File: config.mk
export PLATFORM = sky130hd
export DESIGN_NAME = reg_axi_bridge_flat
export DESIGN_NICKNAME = d
export VERILOG_FILES = /design/src/rtl/reg_axi_bridge_if.sv /design/src/rtl/reg_axi_bridge.sv /design/src/flat_wrapper.sv
export SDC_FILE = /design/constraint.sdc
export NUM_CORES = 1
export LEC_CHECK = 0
export CAP_MARGIN = 20
export CORE_ASPECT_RATIO = 1.2
export CORE_MARGIN = 2
export CORE_UTILIZATION = 56
export DETAILED_ROUTE_END_ITERATION = 8
export DONT_BUFFER_PORTS = 1
export PLACE_DENSITY = 0.76
export SYNTH_ARGS = -nofsm -noshare
export SYNTH_HDL_FRONTEND = slang
export SYNTH_SLANG_ARGS = --single-unit
export TNS_END_PERCENT = 50
File: constraint.sdc
create_clock -name s_axi_aclk -period 7.3 [get_ports s_axi_aclk]
set_clock_uncertainty 0.15 [all_clocks]
set_input_delay 2.19 -clock s_axi_aclk [delete_from_list [all_inputs] [get_ports s_axi_aclk]]
set_output_delay 2.19 -clock s_axi_aclk [all_outputs]
set_load 0.1 [all_outputs]
File: src/rtl/reg_axi_bridge_if.sv
// reg_axi_bridge_if: AXI4-Lite channel bundle between the interconnect and the register bridge
interface reg_axi_bridge_if #(
  parameter int ADDR_WIDTH = 32,
  parameter int DATA_WIDTH = 32
);
  logic [ADDR_WIDTH-1:0]   awaddr;
  logic                    awvalid;
  logic                    awready;
  logic [DATA_WIDTH-1:0]   wdata;
  logic [DATA_WIDTH/8-1:0] wstrb;
  logic                    wvalid;
  logic                    wready;
  logic [1:0]              bresp;
  logic                    bvalid;
  logic                    bready;
  logic [ADDR_WIDTH-1:0]   araddr;
  logic                    arvalid;
  logic                    arready;
  logic [DATA_WIDTH-1:0]   rdata;
  logic [1:0]              rresp;
  logic                    rvalid;
  logic                    rready;
  modport slave (
    input  awaddr, awvalid, wdata, wstrb, wvalid, bready, araddr, arvalid, rready,
    output awready, wready, bresp, bvalid, arready, rdata, rresp, rvalid
  );
  modport master (
    output awaddr, awvalid, wdata, wstrb, wvalid, bready, araddr, arvalid, rready,
    input  awready, wready, bresp, bvalid, arready, rdata, rresp, rvalid
  );
endinterface

File: src/rtl/reg_axi_bridge.sv
// reg_axi_bridge: AXI4-Lite slave serialised onto a req/ack register port with window decode and timeout
module reg_axi_bridge #(
  parameter int                        AXI_ADDR_WIDTH = 32,
  parameter int                        AXI_DATA_WIDTH = 32,
  parameter logic [AXI_ADDR_WIDTH-1:0] ADDR_BASE      = '0,
  parameter logic [AXI_ADDR_WIDTH-1:0] ADDR_SPAN      = 'h1000,
  parameter int                        TIMEOUT_CYCLES = 255
) (
  input  logic                        s_axi_aclk,
  input  logic                        s_axi_areset,
  reg_axi_bridge_if.slave             s_axi,
  output logic                        reg_wr_req,
  output logic                        reg_rd_req,
  output logic [AXI_ADDR_WIDTH-1:0]   reg_addr,
  output logic [AXI_DATA_WIDTH-1:0]   reg_wdata,
  output logic [AXI_DATA_WIDTH/8-1:0] reg_wstrb,
  input  logic                        reg_ack,
  input  logic                        reg_err,
  input  logic [AXI_DATA_WIDTH-1:0]   reg_rdata
);
  localparam int CW = TIMEOUT_CYCLES > 0 ? $clog2(TIMEOUT_CYCLES + 1) : 1;
  localparam logic [CW-1:0] CNT_LAST = CW'(TIMEOUT_CYCLES > 0 ? TIMEOUT_CYCLES - 1 : 0);
  localparam bit TO_EN = TIMEOUT_CYCLES > 0;

  typedef enum logic [2:0] {IDLE, WR_REQ, WR_RESP, RD_REQ, RD_RESP} state_t;

  state_t                        state, state_nx;
  logic                          aw_held, w_held, ar_held;
  logic [AXI_ADDR_WIDTH-1:0]     awaddr_q, araddr_q;
  logic [AXI_DATA_WIDTH-1:0]     wdata_q;
  logic [AXI_DATA_WIDTH/8-1:0]   wstrb_q;
  logic                          last_wr;
  logic [CW-1:0]                 cnt;
  logic [1:0]                    resp;
  logic [AXI_DATA_WIDTH-1:0]     rdata_q;
  logic                          aw_hs, w_hs, ar_hs, b_hs, r_hs;
  logic                          pick_wr, pick_rd, grant, grant_dec, timeout;
  logic [AXI_ADDR_WIDTH-1:0]     grant_off;

  assign s_axi.awready = !aw_held && !s_axi_areset;
  assign s_axi.wready  = !w_held && !s_axi_areset;
  assign s_axi.arready = !ar_held && !s_axi_areset;
  assign s_axi.bvalid  = state == WR_RESP;
  assign s_axi.rvalid  = state == RD_RESP;
  assign s_axi.bresp   = resp;
  assign s_axi.rresp   = resp;
  assign s_axi.rdata   = rdata_q;
  assign reg_wr_req    = state == WR_REQ;
  assign reg_rd_req    = state == RD_REQ;

  assign aw_hs = s_axi.awvalid && s_axi.awready;
  assign w_hs  = s_axi.wvalid && s_axi.wready;
  assign ar_hs = s_axi.arvalid && s_axi.arready;
  assign b_hs  = s_axi.bvalid && s_axi.bready;
  assign r_hs  = s_axi.rvalid && s_axi.rready;

  // Fair pick: on a tie take the opposite of the last granted type
  assign pick_wr   = state == IDLE && aw_held && w_held && (!ar_held || !last_wr);
  assign pick_rd   = state == IDLE && ar_held && !pick_wr;
  assign grant     = pick_wr || pick_rd;
  assign grant_off = (pick_wr ? awaddr_q : araddr_q) - ADDR_BASE;
  assign grant_dec = grant_off >= ADDR_SPAN;
  assign timeout   = TO_EN && cnt == CNT_LAST;

  // Channel holding flags: set on handshake, released by the matching response handshake
  always_ff @(posedge s_axi_aclk) begin
    if (s_axi_areset) begin
      aw_held <= 1'b0;
      w_held  <= 1'b0;
      ar_held <= 1'b0;
    end else begin
      aw_held <= aw_hs ? 1'b1 : b_hs ? 1'b0 : aw_held;
      w_held  <= w_hs ? 1'b1 : b_hs ? 1'b0 : w_held;
      ar_held <= ar_hs ? 1'b1 : r_hs ? 1'b0 : ar_held;
    end
  end

  // Captured address/data of the held transactions
  always_ff @(posedge s_axi_aclk) begin
    if (aw_hs) awaddr_q <= s_axi.awaddr;
    if (ar_hs) araddr_q <= s_axi.araddr;
    if (w_hs) begin
      wdata_q <= s_axi.wdata;
      wstrb_q <= s_axi.wstrb;
    end
  end

  // State register
  always_ff @(posedge s_axi_aclk) begin
    if (s_axi_areset) state <= IDLE;
    else state <= state_nx;
  end

  // Next-state: decode errors skip the register request; ack takes priority over timeout
  always_comb begin
    state_nx = state;
    case (state)
      IDLE:    state_nx = pick_wr ? (grant_dec ? WR_RESP : WR_REQ) :
                          pick_rd ? (grant_dec ? RD_RESP : RD_REQ) : IDLE;
      WR_REQ:  state_nx = (reg_ack || timeout) ? WR_RESP : WR_REQ;
      RD_REQ:  state_nx = (reg_ack || timeout) ? RD_RESP : RD_REQ;
      WR_RESP: state_nx = s_axi.bready ? IDLE : WR_RESP;
      RD_RESP: state_nx = s_axi.rready ? IDLE : RD_RESP;
      default: state_nx = IDLE;
    endcase
  end

  // Grant loads the register port; REQ cycles resolve the response or run the timeout counter
  always_ff @(posedge s_axi_aclk) begin
    if (s_axi_areset) begin
      last_wr   <= 1'b0;
      cnt       <= '0;
      resp      <= 2'b00;
      rdata_q   <= '0;
      reg_addr  <= '0;
      reg_wdata <= '0;
      reg_wstrb <= '0;
    end else if (grant) begin
      last_wr  <= pick_wr;
      cnt      <= '0;
      reg_addr <= grant_off;
      if (pick_wr) begin
        reg_wdata <= wdata_q;
        reg_wstrb <= wstrb_q;
      end
      if (grant_dec) begin
        resp <= 2'b11;
        if (pick_rd) rdata_q <= '0;
      end
    end else if (state == WR_REQ || state == RD_REQ) begin
      if (reg_ack) begin
        resp <= reg_err ? 2'b10 : 2'b00;
        if (state == RD_REQ) rdata_q <= reg_rdata;
      end else if (timeout) begin
        resp <= 2'b10;
        if (state == RD_REQ) rdata_q <= '0;
      end else begin
        cnt <= cnt + CW'(1);
      end
    end
  end
endmodule

File: src/flat_wrapper.sv
// flat-port wrapper written by rule: the top's interface ports become plain ports
module reg_axi_bridge_flat 
#(
  parameter int                        AXI_ADDR_WIDTH = 32,
  parameter int                        AXI_DATA_WIDTH = 32,
  parameter logic [AXI_ADDR_WIDTH-1:0] ADDR_BASE      = '0,
  parameter logic [AXI_ADDR_WIDTH-1:0] ADDR_SPAN      = 'h1000,
  parameter int                        TIMEOUT_CYCLES = 255
)
  (s_axi_aclk, s_axi_areset, reg_wr_req, reg_rd_req, reg_addr, reg_wdata, reg_wstrb, reg_ack, reg_err, reg_rdata, s_axi_awaddr, s_axi_awvalid, s_axi_wdata, s_axi_wstrb, s_axi_wvalid, s_axi_bready, s_axi_araddr, s_axi_arvalid, s_axi_rready, s_axi_awready, s_axi_wready, s_axi_bresp, s_axi_bvalid, s_axi_arready, s_axi_rdata, s_axi_rresp, s_axi_rvalid);
  reg_axi_bridge_if #(.ADDR_WIDTH((32)), .DATA_WIDTH((32))) s_axi_i ();
  input  logic s_axi_aclk;
  input  logic s_axi_areset;
  output logic reg_wr_req;
  output logic reg_rd_req;
  output logic [AXI_ADDR_WIDTH-1:0] reg_addr;
  output logic [AXI_DATA_WIDTH-1:0] reg_wdata;
  output logic [AXI_DATA_WIDTH/8-1:0] reg_wstrb;
  input  logic reg_ack;
  input  logic reg_err;
  input  logic [AXI_DATA_WIDTH-1:0] reg_rdata;
  input wire logic [$bits(s_axi_i.awaddr)-1:0] s_axi_awaddr;
  input wire logic [$bits(s_axi_i.awvalid)-1:0] s_axi_awvalid;
  input wire logic [$bits(s_axi_i.wdata)-1:0] s_axi_wdata;
  input wire logic [$bits(s_axi_i.wstrb)-1:0] s_axi_wstrb;
  input wire logic [$bits(s_axi_i.wvalid)-1:0] s_axi_wvalid;
  input wire logic [$bits(s_axi_i.bready)-1:0] s_axi_bready;
  input wire logic [$bits(s_axi_i.araddr)-1:0] s_axi_araddr;
  input wire logic [$bits(s_axi_i.arvalid)-1:0] s_axi_arvalid;
  input wire logic [$bits(s_axi_i.rready)-1:0] s_axi_rready;
  output wire logic [$bits(s_axi_i.awready)-1:0] s_axi_awready;
  output wire logic [$bits(s_axi_i.wready)-1:0] s_axi_wready;
  output wire logic [$bits(s_axi_i.bresp)-1:0] s_axi_bresp;
  output wire logic [$bits(s_axi_i.bvalid)-1:0] s_axi_bvalid;
  output wire logic [$bits(s_axi_i.arready)-1:0] s_axi_arready;
  output wire logic [$bits(s_axi_i.rdata)-1:0] s_axi_rdata;
  output wire logic [$bits(s_axi_i.rresp)-1:0] s_axi_rresp;
  output wire logic [$bits(s_axi_i.rvalid)-1:0] s_axi_rvalid;
  assign s_axi_i.awaddr = s_axi_awaddr;
  assign s_axi_i.awvalid = s_axi_awvalid;
  assign s_axi_i.wdata = s_axi_wdata;
  assign s_axi_i.wstrb = s_axi_wstrb;
  assign s_axi_i.wvalid = s_axi_wvalid;
  assign s_axi_i.bready = s_axi_bready;
  assign s_axi_i.araddr = s_axi_araddr;
  assign s_axi_i.arvalid = s_axi_arvalid;
  assign s_axi_i.rready = s_axi_rready;
  assign s_axi_awready = s_axi_i.awready;
  assign s_axi_wready = s_axi_i.wready;
  assign s_axi_bresp = s_axi_i.bresp;
  assign s_axi_bvalid = s_axi_i.bvalid;
  assign s_axi_arready = s_axi_i.arready;
  assign s_axi_rdata = s_axi_i.rdata;
  assign s_axi_rresp = s_axi_i.rresp;
  assign s_axi_rvalid = s_axi_i.rvalid;
  reg_axi_bridge #(.AXI_ADDR_WIDTH(AXI_ADDR_WIDTH), .AXI_DATA_WIDTH(AXI_DATA_WIDTH), .ADDR_BASE(ADDR_BASE), .ADDR_SPAN(ADDR_SPAN), .TIMEOUT_CYCLES(TIMEOUT_CYCLES)) u_core (.s_axi_aclk(s_axi_aclk), .s_axi_areset(s_axi_areset), .s_axi(s_axi_i), .reg_wr_req(reg_wr_req), .reg_rd_req(reg_rd_req), .reg_addr(reg_addr), .reg_wdata(reg_wdata), .reg_wstrb(reg_wstrb), .reg_ack(reg_ack), .reg_err(reg_err), .reg_rdata(reg_rdata));
endmodule
* After elaboration in Yosys (flattened, before gate mapping)
Cells that the tools add are included.
** Word-level totals
- Register bits :: 217
- Latch bits :: 0
- RAM bits :: 0
- ROM bits :: 0
- Bits of input ports :: 141
- Memories kept :: 0
** Operators by class
- Add/subtract/negate cells :: 1
- $mul :: 0
- Div/mod/pow operators :: 0
- $lt $le $gt $ge :: 1
- Equality and inequality tests :: 9
- Shift-type cells :: 0
- Multiplexer cells :: 29
- Bitwise logic cells :: 2
- Reductions and logical operators :: 34
** Operators by type and width (number)
- $mux 32 :: 9
- $ge 32x13->1 const B :: 1
- $mux 2 :: 9
- $mux 3 :: 5
- $pmux 3 s5 :: 1
- $logic_and 1x1->1 :: 13
- $add 8x1->8 const B :: 1
- $eq 8x8->1 const B :: 1
- $reduce_bool 2->1 :: 4
- $eq 3x2->1 const B :: 2
- $logic_not 1->1 :: 6
- $ne 3x2->1 const B :: 2
- $reduce_and 3->1 :: 2
- $reduce_and 6->1 :: 1
- $mux 1 :: 5
- $logic_or 1x1->1 :: 4
- $eq 3x1->1 const B :: 1
- $eq 3x3->1 const B :: 1
- $logic_not 3->1 :: 1
- $reduce_bool 3->1 :: 1
- $ne 2x1->1 const B :: 1
- $ne 2x2->1 const B :: 1
- $not 1->1 :: 2
- $reduce_and 2->1 :: 1
- $reduce_or 2->1 :: 1

* Depth between registers and ports, before layout
Gate-level depths: netlist (run 1).
- Word-level depth :: 10
- Mapped depth :: 8
- Gate-level depth less buffers :: 7

* Least setup slack after synthesis (run 1)
Ideal clock, no wire load.
- Path kind :: in2out
- Start point :: in s_axi_areset
- End point :: out s_axi_arready
- Arrival time :: 3823 ps
- Setup slack :: 1137 ps
- Stages :: 3
- Path buffers :: 2
- Cells stage by stage :: clkbuf_1 > clkbuf_1 > nor2_1
** On the way
- Word-level cells in the longest chain between the ends :: 2
** Ends and longest elaborated chain
- from (decl) :: line flat_wrapper.sv:13 : input logic s_axi_areset;
- $logic_not 1->1 :: line reg_axi_bridge.sv:42 : assign s_axi.arready = !ar_held && !s_axi_areset;
- $logic_and 1x1->1 :: line reg_axi_bridge.sv:42
- to (decl) :: line flat_wrapper.sv:35 : output wire logic [$bits(s_axi_i.arready)-1:0] s_axi_arready;
No other way between the ends.

* Final worst setup path (run 1)
- Start point :: in s_axi_areset
- End point :: out s_axi_wready
** On the way
- Word-level cells in the longest chain between the ends :: 2
** Ends and longest elaborated chain
- $logic_not 1->1 :: line reg_axi_bridge.sv:41 : assign s_axi.wready = !w_held && !s_axi_areset;
- $logic_and 1x1->1 :: line reg_axi_bridge.sv:41
- to (decl) :: line flat_wrapper.sv:32 : output wire logic [$bits(s_axi_i.wready)-1:0] s_axi_wready;
No other way between the ends.

==> impl_metrics.yaml, run 1 <==
finish:
  post_layout_nonfiller_instances: 873
  nFillCells: 1048
  layout_commonest_cell: "nand2_1"
  flow.area_growth_from_synthesis_pct: 10.7
  layout_cell_share_with_drive_strength_beyond_1: 0.136
  layout.cells.most_common_list: "175 x nand2_1, 115 x dfxtp_1, 100 x edfxtp_1"
  finalNetCount: 826
yosys:
  synth-edff-count: 100
  async_reset_ff_frac: 0
  post_synth_instance_area_um2: 7910
  synthCells: 692
  synth_warn: 0
  synth.ff_latch_count: 217
  synth_ff_type: "dfxtp_1"
  netlist-cell-type-count: 44
  mappedNetlistNets: 835
  syn_area_per_cell_um2: 11.4
  yosysSeqAreaShare: 0.676
sta:
  maxSlewViolCount: 0
  rsz0062_at_grt: "false"
  max_slew_margin: 0.248
  final.setup.tns_ps: 0
  maxClockFrequency_mhz: 185
  final_min_period_over_clock_period: 0.740
  period_needed_ps: 5400
  setup_viol: 0
  worst-slew-pin-transition_ps: 1130
  timing.final.hold_violations: 0
detailed_routing:
  drt_drc_violations_left: 0
  drt_wl_total_mm: 17.0
  drt-pass1-iter-count: 5
  drtAntennaViolNets: 0
  vias: 5193
  drt-initial-drc-count: 359
  avgViaCountPerCell: 5.95
  routedWlPerCell_um: 19.5
worst_setup_path:
  worstPathCellList: "nor2_2"
  family_with_the_most_delay_on_the_worst_path: "simple AND/OR/NAND/NOR gates"
  critPathLaunchType: "input port"
  cp_slowest_cell: "nor2_2"
  worst_path_class_setup: "in2out"
  critical_path.max_stage_delay_ps: 840
  critPathArrivalTime_ps: 3060
  required_ps: 4960
  timing.critical_path.buf_inv: 0
  endpoint_kind: "output port"
  critPathMaxFanout: 112
clocking:
  post_cts_resize_count: 0
  clock_insertion_delay_worst_skew_ps: 490
  numCtsBuffers: 22
  post-cts-setup-buffer-count: 0
  worst_setup_hold_path_clk_slew_ps: 60
  cts_max_path_buffers: 3
  tritoncts: "done"
  holdBufCountCts: 0
  cts-root-buf: "clkbuf_16"
  h-tree-depth: 1
  cts.sink_count: 217
die:
  dieArea_um2: 15100
  core_area_um2: 13800
  die_width_um: 112
  chipHeight_um: 134
  io_pins: 252
  core.rowCount: 47
  start_util: 0.572
grt:
  grt_usage: 0.216
  number_of_antenna_violations_at_the_first_check_in_global_routing: 2
  grt_max_degree: 113
  first_pass_grt_wire_length_mm: 25.8
  via_count_of_the_first_global_routing_pass: 5041
  globalRoute.totalOverflow: 0
job:
  maxCapViolCount: 0
placed_design:
  inst_count_dp: 829
  detailedPlacementHpwl_mm: 11.4
  gp_congestion: 0.797
  portBuffers: 0
hold_path:
  hp-class: "reg2reg"
pwr:
  peakVddDrop_v: 0.000232
  p_per_area_nw_per_um2: 322
  leak_pwr_nw: 2.98
  post-layout-total-power_mw: 2.82
outcome:
  outcome: "finished clean"
==> path summary, 6_finish.rpt <==
kind | to | startpoint | depth (start not counted) | slack [ps]
setup / recovery | s_axi_wready | s_axi_areset | 1 | 1900
hold / removal | u_core.last_wr$_SDFFE_PP0N_ | u_core.last_wr$_SDFFE_PP0N_ | 2 | 350
setup reg to reg | u_core.s_axi.rdata[0]$_SDFFE_PP0P_ | u_core.state[0]$_SDFF_PP0_ | 5 | 4490
hold reg to reg | u_core.last_wr$_SDFFE_PP0N_ | u_core.last_wr$_SDFFE_PP0N_ | 2 | 350
==> registers in the layout (all words and copies together), names as in the netlist <==
signal              flops
u_core.state            3
u_core.araddr_q        32
u_core.s_axi.bresp      2
u_core.wstrb_q          4
u_core.last_wr          1
u_core.ar_held          1
u_core.wdata_q         32
u_core.reg_addr        32
u_core.reg_wstrb        4
u_core.aw_held          1
u_core.awaddr_q        32
u_core.w_held           1
u_core.cnt              8
u_core.reg_wdata       32
u_core.s_axi.rdata     32
==> power by group <==
| group | switching, mW | internal [mW] | total, mW |
|---|---|---|---|
| registers | 0.259 | 1.33 | 1.59 |
| clock network | 0.429 | 0.667 | 1.10 |
| logic | 0.0902 | 0.0422 | 0.132 |
==> logic make-up (layout without fill, tap and decap cells) <==
| logic type | Yosys count | count (layout) | synth area share |
|---|---|---|---|
| buf+inv | 46 | 53 | 0.0312 |
| compound gates | 122 | 122 | 0.115 |
| mux | 1 | 1 | 0.00127 |
| xor+xnor | 7 | 7 | 0.00775 |
| flops | 217 | 217 | 0.676 |
| other cells | 0 | 3 | 0 |
| simple gates | 297 | 297 | 0.166 |
| fa+ha+maj | 2 | 2 | 0.00316 |
==> layout make-up <==
class,count,area [um^2],share of cell area
Sequential cell,217,5350,0.611
Multi-Input combinational cell,429,2340,0.268
Clock buffer,30,622,0.0710
Tap cell,171,214,0.0244
Timing Repair Buffer,10,108,0.0123
Clock inverter,10,100,0.0114
Inverter,3,11.3,0.00129
Antenna cell,3,7.51,0.000858
==> cell usage after synthesis (all sizes together) (5+ instances only) <==
library cell	count	area, um^2
nand2	175	657
dfxtp	117	2340
edfxtp	100	3000
nor2	53	206
a21oi	41	209
a311oi	35	307
nand2b	34	213
o21ai	34	283
clkbuf	26	97.6
buf	17	138
nor4	8	50.1
xor2	5	43.8
==> metrics by stage <==
step                      hold WS (ps)  utilization  cell area (um^2)  setup WS (ps)
final                              348        0.633              8750           1900
after global routing               366        0.633              8750           1900
after CTS                          352        0.631              8730           1930
after detailed placement           336        0.579              8000           1930
after global placement             321        0.579              8000           1930
after floorplan                    305            -              7910           1140
==> layer usage <==
metal | track usage | wire length (um)
met1 | 0.229 | 5880
met2 | 0.382 | 8700
met3 | 0.0791 | 1780
met4 | 0.101 | 650
met5 | 0 | 0
(Power assumes the default switching activity.)
==> run 2, diff against run 1 <==
clock period = 5.3 ns   (was 7.3 ns; I/O delays follow)
==> run 2 against run 1 <==
Setup slack worse by 380 ps; cell count is 0.11% lower; clock power is 42% higher; global-route usage is 0.38 points higher; sequential share of layout area is 0.33 points lower; count of clock-buffer cells in the layout stayed put; combinational power is 41% higher; total power is 40% higher; flip-flop and latch count stayed put; routed wire length is 1.4% higher; largest cell class unchanged.
==> impl_metrics.yaml, run 2 (same netlist as run 1, synthesis figures left out) <==
outcome:
  outcome: "finished clean"
finish:
  nFillCells: 1029
  final_cell_area_um2: 8800
  flow.area_growth_from_synthesis_pct: 11.3
  finalNetCount: 828
  layout.cells.most_common_list: "175 x nand2_1, 115 x dfxtp_1, 100 x edfxtp_1"
  layout_commonest_cell: "nand2_1"
  layout_cell_share_with_drive_strength_beyond_1: 0.136
  post_layout_nonfiller_instances: 872
die:
  core.rowCount: 47
  io_pins: 252
  die_width_um: 112
  dieArea_um2: 15100
  core_area_um2: 13800
  start_util: 0.572
  chipHeight_um: 134
clocking:
  cts-root-buf: "clkbuf_16"
  post_cts_resize_count: 0
  holdBufCountCts: 0
  cts_max_path_buffers: 3
  numCtsBuffers: 21
  tritoncts: "done"
  post-cts-setup-buffer-count: 0
  h-tree-depth: 1
  cts.sink_count: 217
  clock_insertion_delay_worst_skew_ps: 480
  worst_setup_hold_path_clk_slew_ps: 60
detailed_routing:
  drtAntennaViolNets: 0
  top_signal_layer_used: "met4"
  vias: 5139
  met1_length_mm: 6.29
  routedWlPerCell_um: 19.8
  route.met3.wl_mm: 1.72
  drt-initial-drc-count: 386
  met2_length_mm: 8.70
  drt_wl_total_mm: 17.2
  drt_drc_violations_left: 0
  avgViaCountPerCell: 5.89
  drt-pass1-iter-count: 5
hold_path:
  hp-class: "reg2reg"
  timing.hold.worst_path_depth: 2
grt:
  globalRoute.totalOverflow: 0
  grt_usage: 0.220
  first_pass_grt_wire_length_mm: 26.6
  grt_max_degree: 113
  via_count_of_the_first_global_routing_pass: 5072
  number_of_antenna_violations_at_the_first_check_in_global_routing: 2
pwr:
  internal-power_mw: 2.87
  share_comb_of_total_power: 0.047
  peakVddDrop_v: 0.000437
  power.net_switching_mw: 1.06
  power_share_of_the_sequential_group: 0.557
  switching_share: 0.270
  p_per_area_nw_per_um2: 447
  clockPowerShare: 0.396
  leak_pwr_nw: 3.00
worst_setup_path:
  critPathArrivalTime_ps: 2040
  worst_path_class_setup: "reg2out"
  reg2regPathDepth: 5
  critical_path.max_stage_delay_ps: 880
  critPathMaxFanout: 8
  endpoint_kind: "output port"
  cp_slowest_cell: "nor2_2"
  worstPathCellList: "nand2b_1, nor2_2"
  critPathLaunchType: "flop"
  required_ps: 3560
placed_design:
  detailedPlacementHpwl_mm: 11.5
  placement.cell_area_um2: 8040
  portBuffers: 0
  inst_count_dp: 832
  placement.setup.worst_slack_ps: 1590
  gp_congestion: 0.815
sta:
  maxSlewViolCount: 0
  final_min_period_over_clock_period: 0.714
  timing.final.hold_violations: 0
  setup_viol: 0
  rsz0062_at_grt: "false"
  final.setup.tns_ps: 0
  worst-slew-pin-transition_ps: 1110
  max_slew_margin: 0.256
  hold_slack_ps: 335
  finalWorstSetupSlack_ps: 1520
  maxClockFrequency_mhz: 264
  period_needed_ps: 3780
job:
  maxCapViolCount: 0
[run 2: path summary, 6_finish.rpt]
check                                    from                                   to  slack [ps]
setup / recovery   u_core.state[0]$_SDFF_PP0_                           reg_wr_req        1520
hold / removal    u_core.last_wr$_SDFFE_PP0N_          u_core.last_wr$_SDFFE_PP0N_         340
setup reg to reg   u_core.state[0]$_SDFF_PP0_  u_core.s_axi.rdata[31]$_SDFFE_PP0P_        2550
hold reg to reg   u_core.last_wr$_SDFFE_PP0N_          u_core.last_wr$_SDFFE_PP0N_         340
[run 2: worst max-delay path: cells and delay by family, from the launching register on]
| kind | cells | cell delay [ps] |
|---|---|---|
| DFF | 1 | 480 |
| and+or+nand+nor | 2 | 1080 |
[run 2: through the flow]
stage | utilization | power, mW
5_1_grt | 0.637 | 4.05
4_1_cts | 0.635 | 3.96
6_report | 0.637 | 3.93
3_3_place_gp | 0.580 | 2.39
2_1_floorplan | - | 2.37
3_5_place_dp | 0.582 | 2.41
[run 2: layer usage]
| layer | GRT usage | vias up |
|---|---|---|
| met5 | 0 | - |
| met2 | 0.386 | 278 |
| met4 | 0.0759 | 0 |
| met3 | 0.0773 | 46 |
| met1 | 0.249 | 2421 |
| li1 | - | 2394 |
[run 2: power by group through the flow]
stage | logic (mW) | registers (mW) | clock network (mW)
floorplan | 0.184 | 2.19 | 0
global placement | 0.173 | 2.22 | 0
detailed placement | 0.184 | 2.22 | 0
CTS | 0.184 | 2.19 | 1.58
global route | 0.207 | 2.20 | 1.65
finish | 0.186 | 2.19 | 1.56
[run 2: area by class of cell]
type                            instances  area, um^2  share of cell area
Clock buffer                           30         599              0.0681
Multi-Input combinational cell        429        2340               0.266
Tap cell                              171         214              0.0243
Clock inverter                          7         134              0.0152
Timing Repair Buffer                   13         146              0.0166
Inverter                                3        11.3             0.00128
Sequential cell                       217        5350               0.608
Antenna cell                            2        5.00            0.000569
==> run 3, diff against run 2 <==
clock period = 3.6 ns   (was 5.3 ns; I/O delays follow)
==> run 3 against run 2 <==
Setup slack lost 830 ps; via count decreased by 1.7%; routed wire length is 2.7% lower; utilization is 0.13 points lower; critical path depth rose by 1; total power up 47%; combinational power up 42%; highest routed layer unchanged.
==> impl_metrics.yaml, run 3 (same netlist as run 1, synthesis figures left out) <==
worst_setup_path:
  family_with_the_most_delay_on_the_worst_path: "flip-flops"
  endpoint_kind: "output port"
  timing.critical_path.buf_inv: 1
  worst_r2r_endpoint: "u_core.reg_addr[22]$_SDFFE_PP0N_"
  regToRegSetupSlack_ps: 1170
  reg2regPathDepth: 5
  critical_path.max_stage_delay_ps: 510
  critPathLaunchType: "flop"
  critPathArrivalTime_ps: 1680
  worst_path_class_setup: "reg2out"
  critical_path.reg2reg.startpoint: "u_core.state[1]$_SDFF_PP0_"
  cp_slowest_cell: "dfxtp_1"
  worstPathCellList: "nor2b_1, and2_1, buf_4"
  required_ps: 2370
  critPathMaxFanout: 8
finish:
  layout.cells.most_common_list: "175 x nand2_1, 115 x dfxtp_1, 100 x edfxtp_1"
  flow.area_growth_from_synthesis_pct: 11.0
  sequential_cell_area_um2: 5350
  multi_input_comb_area_um2: 2350
  layout_cell_share_with_drive_strength_beyond_1: 0.143
  finalNetCount: 829
  layout_commonest_cell: "nand2_1"
  nFillCells: 1017
clocking:
  cts_max_path_buffers: 3
  clock_insertion_delay_worst_skew_ps: 490
  h-tree-depth: 1
  numCtsBuffers: 22
  worst_setup_hold_path_clk_slew_ps: 60
  post-cts-setup-buffer-count: 0
  cts-root-buf: "clkbuf_16"
  post_cts_resize_count: 0
  holdBufCountCts: 0
  tritoncts: "done"
  cts.sink_count: 217
sta:
  timing.final.hold_violations: 0
  final.setup.tns_ps: 0
  max_slew_margin: 0.308
  setup_viol: 0
  final_min_period_over_clock_period: 0.808
  maxClockFrequency_mhz: 344
  hold_slack_ps: 347
  worst-slew-pin-transition_ps: 1040
  rsz0062_at_grt: "false"
  maxSlewViolCount: 0
  period_needed_ps: 2910
  finalWorstSetupSlack_ps: 692
hold_path:
  min_delay_worst_endpoint: "u_core.last_wr$_SDFFE_PP0N_"
  hp-class: "reg2reg"
  timing.hold.worst_path_depth: 2
  worst_hold_startpoint: "u_core.last_wr$_SDFFE_PP0N_"
pwr:
  leak_pwr_nw: 3.00
  post-layout-total-power_mw: 5.78
  p_per_area_nw_per_um2: 658
  peakVddDrop_v: 0.000581
grt:
  number_of_antenna_violations_at_the_first_check_in_global_routing: 2
  grt_max_degree: 113
  first_pass_grt_wire_length_mm: 25.5
  globalRoute.totalOverflow: 0
  grt_usage: 0.212
  via_count_of_the_first_global_routing_pass: 4959
detailed_routing:
  drt_drc_violations_left: 0
  avgViaCountPerCell: 5.79
  vias: 5052
  drtAntennaViolNets: 0
  drt_wl_total_mm: 16.8
  routedWlPerCell_um: 19.2
  drt-initial-drc-count: 310
  drt-pass1-iter-count: 5
job:
  maxCapViolCount: 0
placed_design:
  gp_congestion: 0.808
  placement.setup.worst_slack_ps: 803
  detailedPlacementHpwl_mm: 11.3
  portBuffers: 0
die:
  start_util: 0.572
  io_pins: 252
  die_width_um: 112
  core_area_um2: 13800
  dieArea_um2: 15100
  core.rowCount: 47
  chipHeight_um: 134
outcome:
  outcome: "finished clean"
## run 3: cell count changes in the layout (fill, tap and decap cells not counted), moves of 2 or more
cell / before / now
and2_1: 4 / 2
and2_2: 0 / 2
buf_16: 2 / 0
buf_4: 9 / 12
clkbuf_16: 21 / 23
clkbuf_8: 4 / 1
clkinv_2: 2 / 4
## run 3: power breakdown
group / leakage (nW) / internal, mW / switching [mW]
clock: 0.364 / 1.41 / 0.891
sequential: 1.88 / 2.70 / 0.523
combinational: 0.753 / 0.0822 / 0.182
total: 3.00 / 4.19 / 1.60
## run 3: layout make-up
class	count	share of cell area
inverter	3	0.00128
clock inverter	11	0.0161
multi-input combinational	429	0.268
antenna	1	0.000285
clock buffer	28	0.0688
sequential	217	0.609
tap	171	0.0244
timing repair buffer	13	0.0125
## run 3: metal layers
layer	up-vias	part of all wire	wire [um]	track usage
li1	2403	-	-	-
met2	247	0.50	8440	0.369
met5	-	0	0	0
met1	2367	0.37	6130	0.238
met4	0	0.029	481	0.0779
met3	35	0.10	1730	0.0813
## run 3: worst max path at each step
| stage | from | end | slack [ps] | cells past startpoint |
|---|---|---|---|---|
| after floorplan | s_axi_areset | u_core.awaddr_q[0]$_DFFE_PP_ | -150 | 4 |
| final | u_core.state[0]$_SDFF_PP0_ | reg_rd_req | 690 | 3 |
| after global routing | u_core.state[0]$_SDFF_PP0_ | reg_wr_req | 570 | 3 |
| after detailed placement | s_axi_areset | u_core.wdata_q[0]$_DFFE_PP_ | 800 | 3 |
| after global placement | s_axi_areset | u_core.wdata_q[22]$_DFFE_PP_ | 840 | 3 |
| after CTS | u_core.state[0]$_SDFF_PP0_ | reg_wr_req | 660 | 3 |
## run 3: tightest hold or removal path: cells and delay by family, from the launching register on
| kind | cells | cell delay, ps |
|---|---|---|
| flip-flops | 1 | 330 |
| AO/OA/AOI/OAI | 1 | 60 |
| AND/OR/NAND/NOR | 1 | 70 |
## run 3: metrics by stage
step / instance area (um^2) / cells / util
global placement: 8040 / 833 / 0.581
global route: 8780 / 873 / 0.636
floorplan: 7930 / 692 / -
CTS: 8780 / 872 / 0.635
finish: 8780 / 873 / 0.636
detailed placement: 8040 / 833 / 0.581
